**src/rtl/u_fetch_redirect_pkg.sv**
```systemverilog
// Shared MIPS fetch-stage definitions: default widths, reset PC and the
// encoding of the fetch redirect state machine.
package u_fetch_redirect_pkg;

  // Default datapath width for PC, jump target and link data.
  localparam int DATA_WIDTH_DEF = 32;

  // Default PC loaded while reset is asserted.
  localparam int unsigned RESET_PC_DEF = 0;

  // Two-bit state encodings for the fetch redirect FSM.
  localparam logic [1:0] ST_RUN_ENC      = 2'd0;
  localparam logic [1:0] ST_PEND_ENC     = 2'd1;
  localparam logic [1:0] ST_REDIRECT_ENC = 2'd2;
  localparam logic [1:0] ST_HALTED_ENC   = 2'd3;

  typedef enum logic [1:0] {
    ST_RUN      = ST_RUN_ENC,
    ST_PEND     = ST_PEND_ENC,
    ST_REDIRECT = ST_REDIRECT_ENC,
    ST_HALTED   = ST_HALTED_ENC
  } fetch_state_t;

endpackage : u_fetch_redirect_pkg

```
**src/rtl/u_fetch_redirect.sv**
```systemverilog
// Fetch PC generator with jump redirect. A jump accepted while the hazard
// unit stalls is parked in PEND until the stall clears. The cycle after a
// target is loaded is REDIRECT, which flushes the IF/ID slot and optionally
// strobes the link value. HALT parks the machine until reset.
module u_fetch_redirect
  import u_fetch_redirect_pkg::*;
#(
  parameter int                    DATA_WIDTH = DATA_WIDTH_DEF,
  parameter logic [DATA_WIDTH-1:0] RESET_PC   = DATA_WIDTH'(RESET_PC_DEF)
) (
  input  logic                  i_clk,
  input  logic                  i_reset,
  input  logic                  i_enable,
  input  logic                  i_stall,
  input  logic                  i_halt,
  input  logic                  i_jump,
  input  logic [DATA_WIDTH-1:0] i_pcjump,
  input  logic                  i_return,
  input  logic [DATA_WIDTH-1:0] i_return_address,
  output logic [DATA_WIDTH-1:0] o_pc,
  output logic                  o_flush,
  output logic                  o_link_valid,
  output logic [DATA_WIDTH-1:0] o_link_data,
  output logic                  o_halted
);

  localparam logic [DATA_WIDTH-1:0] PC_STEP = DATA_WIDTH'(1);

  fetch_state_t          state;
  logic [DATA_WIDTH-1:0] pend_target;
  logic                  pend_return;
  logic [DATA_WIDTH-1:0] pend_addr;

  // Single FSM: next state, PC, parked jump and registered strobes together.
  // NOTE: every register here uses <= so all of them sample the pre-edge
  // values of each other; a blocking = would let later lines see updated state.
  always_ff @(posedge i_clk or negedge i_reset) begin
    if (!i_reset) begin
      state        <= ST_RUN;
      o_pc         <= RESET_PC;
      o_flush      <= 1'b0;
      o_link_valid <= 1'b0;
      o_link_data  <= '0;
      o_halted     <= 1'b0;
      pend_target  <= '0;
      pend_return  <= 1'b0;
      pend_addr    <= '0;
    end else if (i_enable) begin
      // Strobes default low; only the edge that loads a target raises them.
      o_flush      <= 1'b0;
      o_link_valid <= 1'b0;
      case (state)
        ST_RUN: begin
          if (i_halt) begin
            // Halt wins over a concurrent jump, which is dropped.
            state    <= ST_HALTED;
            o_halted <= 1'b1;
          end else if (i_jump && !i_stall) begin
            o_pc    <= i_pcjump;
            o_flush <= 1'b1;
            state   <= ST_REDIRECT;
            if (i_return) begin
              o_link_valid <= 1'b1;
              o_link_data  <= i_return_address;
            end
          end else if (i_jump) begin
            // Stalled jump: park it until the hazard clears.
            pend_target <= i_pcjump;
            pend_return <= i_return;
            pend_addr   <= i_return_address;
            state       <= ST_PEND;
          end else if (!i_stall) begin
            o_pc <= o_pc + PC_STEP;
          end
        end
        ST_PEND: begin
          // New jumps are ignored; only the stall release matters here.
          if (!i_stall) begin
            o_pc    <= pend_target;
            o_flush <= 1'b1;
            state   <= ST_REDIRECT;
            if (pend_return) begin
              o_link_valid <= 1'b1;
              o_link_data  <= pend_addr;
            end
          end
        end
        ST_REDIRECT: begin
          // Decode holds the flushed instruction, so jump/halt are ignored.
          if (!i_stall) begin
            o_pc <= o_pc + PC_STEP;
          end
          state <= ST_RUN;
        end
        ST_HALTED: begin
          state    <= ST_HALTED;
          o_halted <= 1'b1;
        end
        default: begin
          state <= ST_RUN;
        end
      endcase
    end
  end

endmodule : u_fetch_redirect

```
**config.mk**
```make
export PLATFORM = sky130hd
export DESIGN_NAME = u_fetch_redirect
export DESIGN_NICKNAME = d
export VERILOG_FILES = /design/src/rtl/u_fetch_redirect_pkg.sv /design/src/rtl/u_fetch_redirect.sv
export SDC_FILE = /design/constraint.sdc
export NUM_CORES = 1
export LEC_CHECK = 0
export BUFFER_PORTS_ARGS = -buffer_cell sky130_fd_sc_hd__buf_4
export CAP_MARGIN = 20
export CORE_MARGIN = 2
export CORE_UTILIZATION = 29
export CTS_CLUSTER_DIAMETER = 200
export DETAILED_ROUTE_END_ITERATION = 8
export HOLD_SLACK_MARGIN = 0.12
export SLEW_MARGIN = 40
export SYNTH_ARGS = -nofsm -noshare
export SYNTH_HDL_FRONTEND = slang
export SYNTH_SLANG_ARGS = --single-unit
```
**constraint.sdc**
```tcl
create_clock -name i_clk -period 5.8 [get_ports i_clk]
set_clock_uncertainty 0.15 [all_clocks]
set_input_delay 0.58 -clock i_clk [delete_from_list [all_inputs] [get_ports i_clk]]
set_output_delay 0.58 -clock i_clk [all_outputs]
set_load 0.02 [all_outputs]
```
# After elaboration in Yosys (flattened, before gate mapping)
# Cells that the tools add are included.
# W data, S select, Z words.
# word_totals
register_bits	134
input_bits	71
output_inout_bits	67
# classes
add_sub_neg	1
n_eq_ne	11
n_mux	29
bitwise	2
n_reduce_logical	11
# ops
operator	n
$mux W32	10
$pmux W32 S3	1
$pmux W32 S2	1
$add A32 B1 Y32 const B	1
$ne A2 B2 Y1 const B	6
$reduce_and A5 Y1	2
$mux W1	9
$mux W2	4
$pmux W2 S4	1
$reduce_and A7 Y1	1
$pmux W1 S2	3
$reduce_and A3 Y1	2
$eq A2 B2 Y1 const B	2
$ne A4 B4 Y1 const B	1
$reduce_bool A2 Y1	2
$ne A3 B3 Y1 const B	1
$reduce_bool A3 Y1	1
$eq A2 B1 Y1 const B	1
$logic_not A2 Y1	1
$not A1 Y1	2
$logic_and A1 B1 Y1	1
$logic_not A1 Y1	1

# Logic depth before layout (Yosys ltp)
# depth
depth_word	6
mapped_depth	10
depth_no_buf	7

# Worst setup path before layout
# OpenSTA, ideal clock, no wires.
# synth_timing
path_kind	input to register
start	input i_stall
end	register o_pc[15]
setup_time_ns	0.126
t_arrival_ns	2.081
path_slack_ns	3.443
stages	7
path_cell_list	buf_6 -> nand4b_4 -> or2_2 -> buf_2 -> or2_4 -> a21o_1 -> a221o_1
# synth_via
elab_chain_cells	5
# synth_lines
item	line_no	source
from (decl)	u_fetch_redirect.sv:14	input logic i_stall,
$mux W32 / $logic_not A1 Y1 (equally long branches)	n/a	
$mux W32 / $logic_and A1 B1 Y1 (equally long branches)	n/a	
$mux W32	u_fetch_redirect.sv:58	end else if (i_jump && !i_stall) begin
$mux W32	u_fetch_redirect.sv:54	if (i_halt) begin
$pmux W32 S3	u_fetch_redirect.sv:52	case (state)
to (signal assigned)	u_fetch_redirect.sv:59	o_pc <= i_pcjump;
to (signal assigned)	u_fetch_redirect.sv:73	o_pc <= o_pc + PC_STEP;
to (signal assigned)	u_fetch_redirect.sv:79	o_pc <= pend_target;
to (decl)	u_fetch_redirect.sv:20	output logic [DATA_WIDTH-1:0] o_pc,
# Parallel ways exist; a longest one is shown, timed or not. The select of a mux whose other input is x is not followed.
# A chain may end at the register's enable or synchronous reset.

# Worst setup path in the final report
# layout_timing
start	register state[0]
end	register o_pc[10]
# layout_via
elab_chain_cells	3
# layout_lines
item	line_no	source
from (decl)	u_fetch_redirect.sv:29	fetch_state_t state;
from (signal assigned)	u_fetch_redirect.sv:39	state <= ST_RUN;
from (signal assigned)	u_fetch_redirect.sv:56	state <= ST_HALTED;
from (signal assigned)	u_fetch_redirect.sv:61	state <= ST_REDIRECT;
$eq A2 B1 Y1 (tied with other cells)	u_fetch_redirect.sv:52	
$ne A2 B2 Y1 (no line) (tied with other cells)	n/a	
$reduce_and A5 Y1 (no line)	n/a	
# Parallel ways exist; a longest one is shown, timed or not.

==> results.cfg <==
[outcome]
outcome = complete, no violations

[cells_and_area]
area_delta_synth_final_pct = 28.0
drive_gt1_share_pct = 32.6
antenna_cells = 0
final_util_pct = 37.6
layout.nets = 873
fillers = 2400
postLayoutCellArea_mm2 = 0.00908

[global_routing]
grt_max_degree = 92
grt_overflow = 0
antenna_found_initial = 0
grt_usage_pct = 16.3
grt_first_pass_wirelength_um = 33300
first_global_vias = 5898

[pwr]
pwr_density_cell_mw_per_mm2 = 576
ir_drop_mv = 0.275
total_power_mw = 5.23
p_leak_nw = 3.83

[die]
dieArea_mm2 = 0.0257
fp.dieW_um = 160
io_pins = 138
rows = 57
die_h_um = 160
core_region_area_mm2 = 0.0242
start_util_pct = 29.3

[yosys]
yosysTopAreaCellShare_pct = 47.3
synth_cell_types = 66
netlist_top_cells_count = 134 x dfrtp_1, 68 x mux2_2, 60 x nor2_1
ys_warn_count = 0
synthArstFlopShare_pct = 100
ys_ff_latch = 134
synth_area_leaders = dfrtp_1 47%, mux2_2 11%, mux2i_1 5.6%, a21oi_1 4.0%, nor2_1 3.2%
synth_largest_area_cell = dfrtp_1
syn_area_mm2 = 0.00709
synth_seq_area_share_pct = 47.3
syn_nets = 758
ys.flop_type = dfrtp_1
synth.avg_cell_area_um2 = 10.4
synth_edf_count = 0
postSynthCellCount = 682
synth.most_common_cell = dfrtp_1

[placed_design]
hpwl_um = 13900
dpl-instance-area_mm2 = 0.00841
port_buffers = 137
gp_congestion = 0.793

[detailed_routing]
drc = 0
drt-pass1-iter-count = 5
ant_nets = 0
wl_um = 20800
routed_wire_length_per_instance_um = 18.4
drtIter0Drc = 351
viasPerCell = 5.27
num_vias = 5974

[timing]
rsz0062_at_grt = no
slew_headroom_pct = 44.2
slew_violations = 0
period_share_pct = 57.7
fin_crit_ps = 3340
tns_ps = 0
hold_violations = 0
fmax_mhz = 299
finalSetupViolations = 0
max_slew.worst_pin.slew_ps = 836

[worst_setup_path]
rr_startpoint = state[0]
end_kind = flop
critPathMaxFanout = 25
cp.required_ps = 5930
crit_type = flop to flop
startpoint_type = flop
critical_path.startpoint = state[0]
worst_ep_arrival_time_ps = 3470

[clock_tree]
clk_pin_slew_worst_paths_ps = 60
post-cts-setup-buffers = 0
clk_latency_ps = 430
cts-root-buf = clkbuf_16
tritoncts = done
htreeDepth = 4
cts.sinks = 134
holdBufCountCts = 1
cts_made_buffers = 17
cts_resized = 0
cts_max_path_buffers = 2

[hold_path]
hp-class = primary input to flop
worstHoldStart = i_return_address[10]

[flow_run]
drv_cap = 0
-- worst max-delay path, stage by stage (launching register included) --
cell,delay (ps)
dfrtp_1,380
inv_1,80
ha_1,840
clkinv_1,550
a21boi_2,670
nor2_1,80
a222oi_1,330
o2bb2ai_1,100
-- layout make-up --
type	instances	area [µm²]	share of cell area, %
multi-input cells	484	3500	38.5
flip-flops and latches	134	3350	36.9
repair buffers	146	1110	12.2
clock buffers	20	467	5.14
well taps	324	405	4.46
clock inverters	12	199	2.19
inverters	14	52.6	0.579
-- registers in the layout, indices dropped and copies added (netlist names) --
signal / count
o_flush: 1
o_pc: 32
pend_return: 1
o_link_data: 32
pend_addr: 32
pend_target: 32
state: 2
o_link_valid: 1
o_halted: 1
-- path summary, 6_finish.rpt --
kind / depth (start not counted) / slack (ps) / end
min reg2reg: 1 / 320 / o_halted
max in group asynchronous: 3 / 3820 / pend_target[18]
min: 2 / 240 / pend_addr[10]
max reg2reg: 7 / 2460 / o_pc[10]
max: 7 / 2460 / o_pc[10]
min in group asynchronous: 2 / 610 / o_link_data[13]
-- logic make-up (layout without fill, tap and decap cells) --
family          count (synthesis)  count (layout)  synth area share [%]
compound gates                183             183                  16.7
xor+xnor                       12              12                  1.48
fa+ha+maj                       5               5                 0.882
buf+inv                        64             192                  3.93
flops                         134             134                  47.3
mux                           108             108                  16.4
simple gates                  176             176                  13.2
-- power by group --
part           internal (mW)  switching [mW]  total (mW)
clock network          0.796           0.436        1.23
registers               1.39           0.391        1.78
logic                  0.971            1.25        2.22
total                   3.16            2.07        5.23
-- metrics by stage --
stage | cells | setup WS, ps | hold WS, ps
3_5_place_dp | 1101 | 2450 | 301
2_1_floorplan | 682 | 3440 | 134
3_3_place_gp | 1101 | 2300 | 295
6_report | 1134 | 2460 | 238
4_1_cts | 1134 | 2410 | 224
5_1_grt | 1134 | 2130 | 226
-- cells in the final DEF, fill, tap and decap left out, drive strengths merged, types with 13 or more instances in the layout --
master,instances
dfrtp,134
mux2,68
o21ai,38
inv,13
buf,145
nor2,60
nand2,30
nor4,13
nand3,14
a21oi,57
clkbuf,20
mux2i,40
-- routing by layer --
| metal | track usage (%) | up-vias | part of all wire [%] |
|---|---|---|---|
| li1 | - | 2757 | - |
| met1 | 22.2 | 2989 | 45 |
| met2 | 24.8 | 209 | 46 |
| met3 | 5.81 | 19 | 8.6 |
| met4 | 4.05 | 0 | 1.1 |
| met5 | 0 | - | 0 |
No activity file was read; power rests on OpenSTA's default activity.
